--- src/rtl/pipe_stall_ctrl_pkg.sv ---
// Shared types for the pipeline stall/flush sequencer: FSM states and the
// nine-bit stage-control bundle with its canned settings.
package pipe_ctrl_pkg;

  typedef enum logic [1:0] {
    RUN = 2'b00,
    FU  = 2'b01,
    MEM = 2'b10
  } state_e;

  // One enable/flush pair per stage register, plus the PC enable.
  typedef struct packed {
    logic pc_en;
    logic fd_en;
    logic fd_flush;
    logic de_en;
    logic de_flush;
    logic em_en;
    logic em_flush;
    logic mw_en;
    logic mw_flush;
  } stage_ctrl_t;

  // Everything advances, nothing is squashed.
  localparam stage_ctrl_t NORMAL         = 9'b1_1_0_1_0_1_0_1_0;
  // Dmem wait: hold IF..EX/MEM, keep pushing bubbles into WB.
  localparam stage_ctrl_t FREEZE_ALL     = 9'b0_0_0_0_0_0_0_1_1;
  // Mul/div in EX: hold IF..ID/EX, bubble into MEM, MEM/WB drains.
  localparam stage_ctrl_t FU_STALL       = 9'b0_0_0_0_0_1_1_1_0;
  // Load-use: hold PC and IF/ID, bubble into EX.
  localparam stage_ctrl_t LOAD_USE_STALL = 9'b0_0_0_1_1_1_0_1_0;
  // Taken branch: squash the wrong-path fetch, PC loads the target.
  localparam stage_ctrl_t BRANCH_FLUSH   = 9'b1_1_1_1_0_1_0_1_0;

endpackage

--- src/rtl/pipe_stall_ctrl_if.sv ---
// Hazard-request / stage-control bundle between the pipeline datapath and
// the stall sequencer. master = datapath side, slave = sequencer.
interface pipe_stall_ctrl_if;
  logic load_use_ID;
  logic branch_taken_ID;
  logic fu_start_EX;
  logic dmem_req_MEM;
  logic dmem_ready;
  logic PC_EN_IF;
  logic reg_FD_EN;
  logic reg_FD_flush;
  logic reg_DE_EN;
  logic reg_DE_flush;
  logic reg_EM_EN;
  logic reg_EM_flush;
  logic reg_MW_EN;
  logic reg_MW_flush;
  logic fu_busy;
  logic mem_err;

  modport master (
    output load_use_ID, branch_taken_ID, fu_start_EX, dmem_req_MEM, dmem_ready,
    input  PC_EN_IF, reg_FD_EN, reg_FD_flush, reg_DE_EN, reg_DE_flush,
           reg_EM_EN, reg_EM_flush, reg_MW_EN, reg_MW_flush, fu_busy, mem_err
  );

  modport slave (
    input  load_use_ID, branch_taken_ID, fu_start_EX, dmem_req_MEM, dmem_ready,
    output PC_EN_IF, reg_FD_EN, reg_FD_flush, reg_DE_EN, reg_DE_flush,
           reg_EM_EN, reg_EM_flush, reg_MW_EN, reg_MW_flush, fu_busy, mem_err
  );
endinterface

--- src/rtl/pipe_stall_ctrl_cnt.sv ---
// stall_cnt: loadable up/down counter. Counting up saturates at LIM,
// counting down stops at 0; at_lim_o flags cnt == LIM.
// Priority: clear > load > up > down.
module stall_cnt #(
  parameter int W   = 8,
  parameter int LIM = 255
) (
  input  logic         clk,
  input  logic         rst_n,
  input  logic         clr_i,
  input  logic         ld_i,
  input  logic [W-1:0] ld_val_i,
  input  logic         up_i,
  input  logic         dn_i,
  output logic         at_lim_o
);
  localparam logic [W-1:0] LIMV = W'(LIM);

  logic [W-1:0] cnt_q, cnt_d;

  // next count
  always_comb begin
    cnt_d = cnt_q;
    if (clr_i)                        cnt_d = '0;
    else if (ld_i)                    cnt_d = ld_val_i;
    else if (up_i && cnt_q != LIMV)   cnt_d = cnt_q + W'(1);
    else if (dn_i && cnt_q != '0)     cnt_d = cnt_q - W'(1);
  end

  // count register
  always_ff @(posedge clk or negedge rst_n)
    if (!rst_n) cnt_q <= '0;
    else        cnt_q <= cnt_d;

  assign at_lim_o = (cnt_q == LIMV);
endmodule

--- src/rtl/pipe_stall_ctrl.sv ---
// pipe_stall_ctrl: stall/flush sequencer for the IF/ID/EX/MEM/WB pipeline.
// Arbitrates dmem wait > mul/div start > load-use > taken branch, and tracks
// the multi-cycle mul/div and dmem-wait conditions with a small FSM.
// Optional: define STALL_PERF_CNT_EN to add stall/flush performance counters.
module pipe_stall_ctrl
  import pipe_ctrl_pkg::*;
#(
  parameter int FU_LAT      = 8,
  parameter int MEM_TIMEOUT = 64
) (
  input  logic                clk,
  input  logic                rst_n,
  pipe_stall_ctrl_if.slave    pif
`ifdef STALL_PERF_CNT_EN
  ,
  output logic [31:0]         perf_stall_cycles,
  output logic [31:0]         perf_flush_cnt
`endif
);
  localparam int             MEM_W = $clog2(MEM_TIMEOUT + 1);
  localparam logic [7:0]     FU_LD = 8'(FU_LAT - 1);

  state_e      state_q, state_d;
  stage_ctrl_t run_ctrl, ctrl, ctrl_o;
  logic        run_fu;
  logic        fu_ld, fu_dn, fu_last;
  logic        mem_ld, mem_up, mem_clr, mem_lim;
  logic        mem_err_q;

  // Normal-run priorities below the dmem wait; reused when MEM releases.
  always_comb begin
    run_ctrl = NORMAL;
    run_fu   = 1'b0;
    if (pif.fu_start_EX) begin
      run_ctrl = FU_STALL;
      run_fu   = 1'b1;
    end else if (pif.load_use_ID) begin
      // a coincident branch is dropped; ID holds, so it is seen again next cycle
      run_ctrl = LOAD_USE_STALL;
    end else if (pif.branch_taken_ID) begin
      run_ctrl = BRANCH_FLUSH;
    end
  end

  // FSM next state, stage controls and counter commands
  always_comb begin
    state_d = state_q;
    ctrl    = NORMAL;
    fu_ld   = 1'b0;
    fu_dn   = 1'b0;
    mem_ld  = 1'b0;
    mem_up  = 1'b0;
    mem_clr = 1'b0;
    unique case (state_q)
      FU: begin
        // every FU cycle stalls; the counter hitting 1 hands back to RUN so
        // the following cycle is the first normal one
        ctrl  = FU_STALL;
        fu_dn = 1'b1;
        if (fu_last) state_d = RUN;
      end
      MEM: begin
        if (!pif.dmem_ready) begin
          ctrl   = FREEZE_ALL;
          mem_up = 1'b1;
        end else begin
          ctrl    = run_ctrl;
          fu_ld   = run_fu;
          mem_clr = 1'b1;
          state_d = run_fu ? FU : RUN;
        end
      end
      default: begin
        if (pif.dmem_req_MEM && !pif.dmem_ready) begin
          ctrl    = FREEZE_ALL;
          mem_ld  = 1'b1;
          state_d = MEM;
        end else begin
          ctrl    = run_ctrl;
          fu_ld   = run_fu;
          state_d = run_fu ? FU : RUN;
        end
      end
    endcase
  end

  // state register and sticky dmem timeout flag
  always_ff @(posedge clk or negedge rst_n)
    if (!rst_n) begin
      state_q   <= RUN;
      mem_err_q <= 1'b0;
    end else begin
      state_q   <= state_d;
      mem_err_q <= mem_err_q | mem_lim;
    end

  // mul/div occupancy: loaded with FU_LAT-1, terminal count 1
  stall_cnt #(.W(8), .LIM(1)) u_fu_cnt (
    .clk      (clk),
    .rst_n    (rst_n),
    .clr_i    (1'b0),
    .ld_i     (fu_ld),
    .ld_val_i (FU_LD),
    .up_i     (1'b0),
    .dn_i     (fu_dn),
    .at_lim_o (fu_last)
  );

  // dmem wait length, saturating at the timeout
  stall_cnt #(.W(MEM_W), .LIM(MEM_TIMEOUT)) u_mem_cnt (
    .clk      (clk),
    .rst_n    (rst_n),
    .clr_i    (mem_clr),
    .ld_i     (mem_ld),
    .ld_val_i (MEM_W'(1)),
    .up_i     (mem_up),
    .dn_i     (1'b0),
    .at_lim_o (mem_lim)
  );

  // reset forces every enable low, independent of the clock
  always_comb ctrl_o = rst_n ? ctrl : '0;

  assign pif.PC_EN_IF     = ctrl_o.pc_en;
  assign pif.reg_FD_EN    = ctrl_o.fd_en;
  assign pif.reg_FD_flush = ctrl_o.fd_flush;
  assign pif.reg_DE_EN    = ctrl_o.de_en;
  assign pif.reg_DE_flush = ctrl_o.de_flush;
  assign pif.reg_EM_EN    = ctrl_o.em_en;
  assign pif.reg_EM_flush = ctrl_o.em_flush;
  assign pif.reg_MW_EN    = ctrl_o.mw_en;
  assign pif.reg_MW_flush = ctrl_o.mw_flush;
  assign pif.fu_busy      = rst_n & (state_q == FU);
  // the flag shows in the same cycle the wait count reaches the limit
  assign pif.mem_err      = rst_n & (mem_err_q | mem_lim);

`ifdef STALL_PERF_CNT_EN
  logic [31:0] perf_stall_q, perf_flush_q;

  // free-running, wrapping event counters
  always_ff @(posedge clk or negedge rst_n)
    if (!rst_n) begin
      perf_stall_q <= '0;
      perf_flush_q <= '0;
    end else begin
      if (!ctrl_o.pc_en)                      perf_stall_q <= perf_stall_q + 32'd1;
      if (ctrl_o.fd_flush || ctrl_o.de_flush) perf_flush_q <= perf_flush_q + 32'd1;
    end

  assign perf_stall_cycles = perf_stall_q;
  assign perf_flush_cnt    = perf_flush_q;
`endif

endmodule

--- src/flat_wrapper.sv ---
// flat-port wrapper written by rule: the top's interface ports become plain ports
module pipe_stall_ctrl_flat import pipe_ctrl_pkg::*;
#(
  parameter int FU_LAT      = 8,
  parameter int MEM_TIMEOUT = 64
)
  (clk, rst_n, pif_load_use_ID, pif_branch_taken_ID, pif_fu_start_EX, pif_dmem_req_MEM, pif_dmem_ready, pif_PC_EN_IF, pif_reg_FD_EN, pif_reg_FD_flush, pif_reg_DE_EN, pif_reg_DE_flush, pif_reg_EM_EN, pif_reg_EM_flush, pif_reg_MW_EN, pif_reg_MW_flush, pif_fu_busy, pif_mem_err);
  pipe_stall_ctrl_if pif_i ();
  input  logic clk;
  input  logic rst_n;
  input wire logic [$bits(pif_i.load_use_ID)-1:0] pif_load_use_ID;
  input wire logic [$bits(pif_i.branch_taken_ID)-1:0] pif_branch_taken_ID;
  input wire logic [$bits(pif_i.fu_start_EX)-1:0] pif_fu_start_EX;
  input wire logic [$bits(pif_i.dmem_req_MEM)-1:0] pif_dmem_req_MEM;
  input wire logic [$bits(pif_i.dmem_ready)-1:0] pif_dmem_ready;
  output wire logic [$bits(pif_i.PC_EN_IF)-1:0] pif_PC_EN_IF;
  output wire logic [$bits(pif_i.reg_FD_EN)-1:0] pif_reg_FD_EN;
  output wire logic [$bits(pif_i.reg_FD_flush)-1:0] pif_reg_FD_flush;
  output wire logic [$bits(pif_i.reg_DE_EN)-1:0] pif_reg_DE_EN;
  output wire logic [$bits(pif_i.reg_DE_flush)-1:0] pif_reg_DE_flush;
  output wire logic [$bits(pif_i.reg_EM_EN)-1:0] pif_reg_EM_EN;
  output wire logic [$bits(pif_i.reg_EM_flush)-1:0] pif_reg_EM_flush;
  output wire logic [$bits(pif_i.reg_MW_EN)-1:0] pif_reg_MW_EN;
  output wire logic [$bits(pif_i.reg_MW_flush)-1:0] pif_reg_MW_flush;
  output wire logic [$bits(pif_i.fu_busy)-1:0] pif_fu_busy;
  output wire logic [$bits(pif_i.mem_err)-1:0] pif_mem_err;
  assign pif_i.load_use_ID = pif_load_use_ID;
  assign pif_i.branch_taken_ID = pif_branch_taken_ID;
  assign pif_i.fu_start_EX = pif_fu_start_EX;
  assign pif_i.dmem_req_MEM = pif_dmem_req_MEM;
  assign pif_i.dmem_ready = pif_dmem_ready;
  assign pif_PC_EN_IF = pif_i.PC_EN_IF;
  assign pif_reg_FD_EN = pif_i.reg_FD_EN;
  assign pif_reg_FD_flush = pif_i.reg_FD_flush;
  assign pif_reg_DE_EN = pif_i.reg_DE_EN;
  assign pif_reg_DE_flush = pif_i.reg_DE_flush;
  assign pif_reg_EM_EN = pif_i.reg_EM_EN;
  assign pif_reg_EM_flush = pif_i.reg_EM_flush;
  assign pif_reg_MW_EN = pif_i.reg_MW_EN;
  assign pif_reg_MW_flush = pif_i.reg_MW_flush;
  assign pif_fu_busy = pif_i.fu_busy;
  assign pif_mem_err = pif_i.mem_err;
  pipe_stall_ctrl #(.FU_LAT(FU_LAT), .MEM_TIMEOUT(MEM_TIMEOUT)) u_core (.clk(clk), .rst_n(rst_n), .pif(pif_i));
endmodule
--- config.mk ---
export PLATFORM = sky130hd
export DESIGN_NAME = pipe_stall_ctrl_flat
export DESIGN_NICKNAME = d
export VERILOG_FILES = /design/src/rtl/pipe_stall_ctrl_pkg.sv /design/src/rtl/pipe_stall_ctrl_if.sv /design/src/rtl/pipe_stall_ctrl_cnt.sv /design/src/rtl/pipe_stall_ctrl.sv /design/src/flat_wrapper.sv
export SDC_FILE = /design/constraint.sdc
export NUM_CORES = 1
export LEC_CHECK = 0
export ABC_AREA = 1
export BUFFER_PORTS_ARGS = -buffer_cell sky130_fd_sc_hd__clkbuf_2
export CORE_ASPECT_RATIO = 0.9
export CORE_UTILIZATION = 47
export DETAILED_ROUTE_END_ITERATION = 16
export PLACE_DENSITY = 0.68
export SLEW_MARGIN = 20
export SYNTH_ARGS = -nofsm -noshare
export SYNTH_HDL_FRONTEND = slang
export SYNTH_SLANG_ARGS = --single-unit
--- constraint.sdc ---
create_clock -name clk -period 3.6 [get_ports clk]
set_input_delay 0.18 -clock clk [delete_from_list [all_inputs] [get_ports clk]]
set_output_delay 0.18 -clock clk [all_outputs]
set_load 0.01 [all_outputs]
# Yosys cells after proc, flatten, opt, wreduce, memory -nomap -nowiden
# Cells that the tools add are included.
# W data, S select, Z words.
# word_totals
input_bits	7
ff_bits	18
out_inout_bits	11
# classes
n_mux	28
n_reduce_logical	9
n_addsub	2
n_eq_ne	7
bitwise_logic	3
# ops
cell	n
$mux W9	5
$mux W7	4
$pmux W9 S2	1
$mux W8	2
$mux W1	11
$eq A8 B1 Y1 const B	1
$reduce_bool A8 Y1	1
$sub A8 B1 Y8 const B	1
$add A7 B1 Y7 const B	1
$eq A7 B7 Y1 const B	1
$ne A7 B7 Y1 const B	1
$mux W2	3
$pmux W2 S2	1
$logic_and A1 B1 Y1	3
$reduce_bool A3 Y1	1
$and A1 B1 Y1	2
$eq A2 B1 Y1 const B	1
$eq A2 B2 Y1 const B	1
$ne A2 B1 Y1 const B	1
$ne A2 B2 Y1 const B	1
$pmux W1 S2	1
$reduce_and A2 Y1	1
$reduce_bool A2 Y1	1
$reduce_or A2 Y1	1
other kinds (2)	2

# Depth between registers and ports, before layout
# logic_depth
depth_word	6
mapped_depth	10

# By module
# A second synthesis with hierarchy kept.
# hier_totals
cells_unflattened	318
area_unflattened_um2	2037.0
# modules_own_cells
module	cells_each	instances	area_each_um2	seq_area_each_um2
stall_cnt (u_core.u_fu_cnt)	153	1	994.7	200.2
stall_cnt (u_core.u_mem_cnt)	105	1	700.7	175.2
pipe_stall_ctrl	60	1	341.6	75.1

# Least setup slack after synthesis
# Ideal clock, no wire load.
# synth_path
path_type	reg-to-output
startpoint	register u_core.state_q[0]
endpoint	output pif_reg_FD_EN
required_time_ps	3420
path_slack_ps	2134
stages_incl_launch_ff	8
arrival_ps	1286
n_path_buf	1
cell_sequence	dfrtp_1 -> inv_1 -> ha_1 -> nand2_1 -> nand2_1 -> nand2_1 -> nor2_1 -> buf_4
# synth_between
elab_chain_len	3
# synth_lines
element	line_no	source
start: declaration	pipe_stall_ctrl.sv:23	state_e state_q, state_d;
start signal: assignment	pipe_stall_ctrl.sv:93	state_q <= state_d;
$eq A2 B2 Y1 or $eq A2 B1 Y1 (tied branches)	pipe_stall_ctrl.sv:54	unique case (state_q)
$pmux W9 S2 *	pipe_stall_ctrl.sv:54	
$mux W9 *	pipe_stall_ctrl.sv:122	always_comb ctrl_o = rst_n ? ctrl : '0;
end: declaration	flat_wrapper.sv:17	output wire logic [$bits(pif_i.reg_FD_EN)-1:0] pif_reg_FD_EN;
# Every way passes the cells marked *; elsewhere a longest branch is shown, timed or not.

# Final worst setup path
# layout_path
startpoint	input rst_n
endpoint	output pif_reg_FD_flush
# layout_between
elab_chain_len	1
# layout_lines
element	line_no	source
start: declaration	flat_wrapper.sv:10	input logic rst_n;
$mux W9	pipe_stall_ctrl.sv:122	
end: declaration	flat_wrapper.sv:18	output wire logic [$bits(pif_i.reg_FD_flush)-1:0] pif_reg_FD_flush;
# Every way passes these cells.

==> key figures <==
Die
  – DIE WIDTH: 56.1 microns
  – Number of rows in the core area: 17
  – Height of the die: just over 50 microns
  – Starting utilization of the core area: 0.503
  – Core box area: 0.00247 sq mm
  – Total I/O pin count: 18
  – Die area: between 0.002 and 0.003 sq mm

Worst setup path
  – Critical path required time: 3.42 ns
  – Critical path's most frequent cell: clkbuf_2
  – Crit Path Class: primary input to output pin
  – Cells on worst reg2reg path: 7
  – Type of element capturing the critical path: output pin
  – Worst-case register-to-register setup slack: 1.93 ns
  – Worst path slowest cell: dlygate4sd3_1
  – Critical path data arrival time: 1.87 ns
  – Largest stage delay on the critical path: approximately 0.52 ns
  – Nature of the critical path startpoint: primary input
  – Sequence of cells on the critical path: dlygate4sd3_1, clkbuf_2, inv_1, nor2_1, nand2_1, nor3b_1, clkbuf_2
  – Worst-path maximum fanout: 22

Place
  – Dpl cells: 220
  – Number of I/O port buffers: 17
  – Pre-CTS setup slack: 1.97 ns
  – Post-DP HPWL: ~1.9 mm
  – Global placer's final weighted congestion: 0.877

Drt
  – First-pass iteration count of the detailed router: 4
  – Initial detailed-routing violation count: 55
  – Avg Vias per Cell: 5.10
  – Remaining number of nets flagged by the antenna check after routing: 0
  – Overall routed net length: approximately 2.5 mm
  – Average wire per cell in the routed design: 11.0 microns
  – Vias after detailed routing: 1147
  – Residual DRC: 0

Worst hold path
  – Worst min-delay path class: primary input to flip-flop
  – Cell count of the worst hold path: 3

Yosys
  – Synthesized-area fraction occupied by and/or/nand/nor cells: 0.340
  – Synthesis Warnings: 0
  – Mux share of post-synthesis cell area: 0
  – XOR/XNOR share of the synthesized area: 0.0212
  – Most used flip-flop cell after synthesis: dfrtp_1
  – Mean Syn Cell Area: 7.01 sq um
  – Cell count after synthesis: between 150 and 200
  – Fraction of synthesis flops using an asynchronous set or reset pin: 1.00
  – Fraction of the mapped netlist area in adder cells: 0.0706
  – EDFF count, synth: 0
  – Compound-cell area share of the yosys netlist: 0.0989
  – Dominant combinational cell family by area after synthesis: simple AND/OR/NAND/NOR gates
  – Cell Area, Synth: about 0.0012 sq mm
  – Count of state elements after synthesis: 18
  – Post-synthesis sequential area ratio: 0.363
  – Syn_nets: between 150 and 200
  – Count of distinct cell types in the synthesized netlist: 22

Clocking
  – Clock-pin slew of the registers on the worst-case setup and hold paths: 0.11 ns
  – Total CTS buffers: 3
  – Count of cells resized by post-cts repair: 0
  – Number of clock sinks: 18
  – # hold bufs at CTS: 1
  – Number of buffers inserted to repair setup after CTS: 0
  – TritonCTS clock tree: built
  – Worst-skew pair later-pin latency: 0.30 ns
  – Buffer type at the clock tree root: clkbuf_4
  – Number of buffers between clock root and the deepest sink: 2
  – H-tree depth: 1

Layout
  – Fraction of layout cells with a size suffix above 1: 0.157
  – Number of antenna diodes: 0
  – Layout Cells excl Fill: about 230
  – Layout Nets: 212
  – Area added between synthesis and finish: 12.2%
  – Leading cell type in the layout, fill and taps excluded: nand2_1
  – Commonest cells after routing, fill and taps aside: nand2_1, inv_1, nor2_1, dfrtp_1, clkbuf_2
  – Filler cells: 254

Timing
  – Share of the clock period used by the worst path: 0.568
  – Max Slew Vio Count: 0
  – Total negative slack: 0 ns
  – Least setup slack across all paths after layout: 1.55 ns
  – Hold Vio Cnt, Final: 0
  – Final setup violating endpoints: 0
  – Max Clk Rate: 489 MHz
  – Measured slew at the worst slew-check pin: around 0.51 ns
  – Setup Skew: 0.0146 ns
  – Minimum clock period after layout: between 2 and 2.5 ns
  – Setup repair after global routing missed its margin: no
  – Max-slew headroom: 0.661

Run
  – Max cap viols: 0

Power
  – Leak: 0.766 nW
  – Peak ir drop on the vdd network: 0.000426 V
  – Cell area power density: between 600 and 700 mW/mm^2

Global routing
  – Maximum number of pins on one net before global-route repair: 23
  – Antenna violations before repair: 0
  – Residual overflow from global routing: 0
  – Overall routing resource usage: 0.197
  – Global-route wire length before repair: 4.32 mm
  – Number of global-route vias before repair: 1023

Run status
  – Status: finished, final reports clean
[cells by family (layout without fill, tap and decap cells)]
family | after synthesis | count (layout)
AO/OA/AOI/OAI | 19 | 19
XOR/XNOR | 3 | 3
adder cells (fa/ha/maj) | 7 | 7
buffers and inverters | 33 | 53
flip-flops | 18 | 18
AND/OR/NAND/NOR | 97 | 97
[layout make-up]
cell class                      count  area [sq um]  share of cell area
Clock buffer                        4          36.3              0.0261
Inverter                           31           116              0.0836
Multi-Input combinational cell    126           658               0.473
Sequential cell                    18           450               0.324
Tap cell                           28          35.0              0.0252
Timing Repair Buffer               18          95.1              0.0683
[metal layers]
metal,track usage,vias to the layer above,share of wire
li1,-,596,-
met1,0.257,521,0.52
met2,0.329,28,0.43
met3,0.0541,2,0.042
met4,0.0407,0,0.0057
met5,0,-,0
[critical path: cells and delay by family]
kind / cells / cell delay [ns]
buffers and inverters: 4 / 1.27
AND/OR/NAND/NOR: 3 / 0.41
[cells in the mapped netlist (all sizes together) (3+ instances only)]
cell type  count  share of area
nand4          4          0.020
nand3         15          0.065
nand2         51           0.16
inv           31          0.094
o21ai          7          0.037
dfrtp         18           0.36
a21oi          4          0.016
o211ai         3          0.018
xor2           3          0.021
ha             7          0.071
nor2          26          0.085
[power by group]
| group | internal, mW | switching (mW) |
|---|---|---|
| registers | 0.255 | 0.0520 |
| logic | 0.144 | 0.272 |
| clock network | 0.0616 | 0.0644 |
[worst paths after layout]
kind | end | from
worst max-delay path | pif_reg_FD_flush | rst_n
worst min-delay path | u_core.state_q[0] | pif_fu_start_EX
worst max register to register | u_core.u_mem_cnt.cnt_q[1] | u_core.state_q[0]
worst min register to register | u_core.mem_err_q | u_core.mem_err_q
max in group asynchronous | u_core.u_fu_cnt.cnt_q[5] | rst_n
min in group asynchronous | u_core.u_fu_cnt.cnt_q[2] | rst_n
[sequential cells by signal (all words and copies together) (netlist names)]
signal                  count
u_core.state_q              2
u_core.u_mem_cnt.cnt_q      7
u_core.u_fu_cnt.cnt_q       8
u_core.mem_err_q            1
[per-stage QoR]
step | total power, mW | hold slack, ns | area (sq um) | util
after CTS | 0.859 | 0.223 | 1390 | 0.564
after floorplan | 0.619 | -0.116 | 1240 | -
after detailed placement | 0.725 | 0.185 | 1350 | 0.545
after global placement | 0.712 | 0.183 | 1350 | 0.545
after global routing | 0.937 | 0.244 | 1390 | 0.564
final | 0.850 | 0.235 | 1390 | 0.564
No activity file was read; power rests on OpenSTA's default activity.
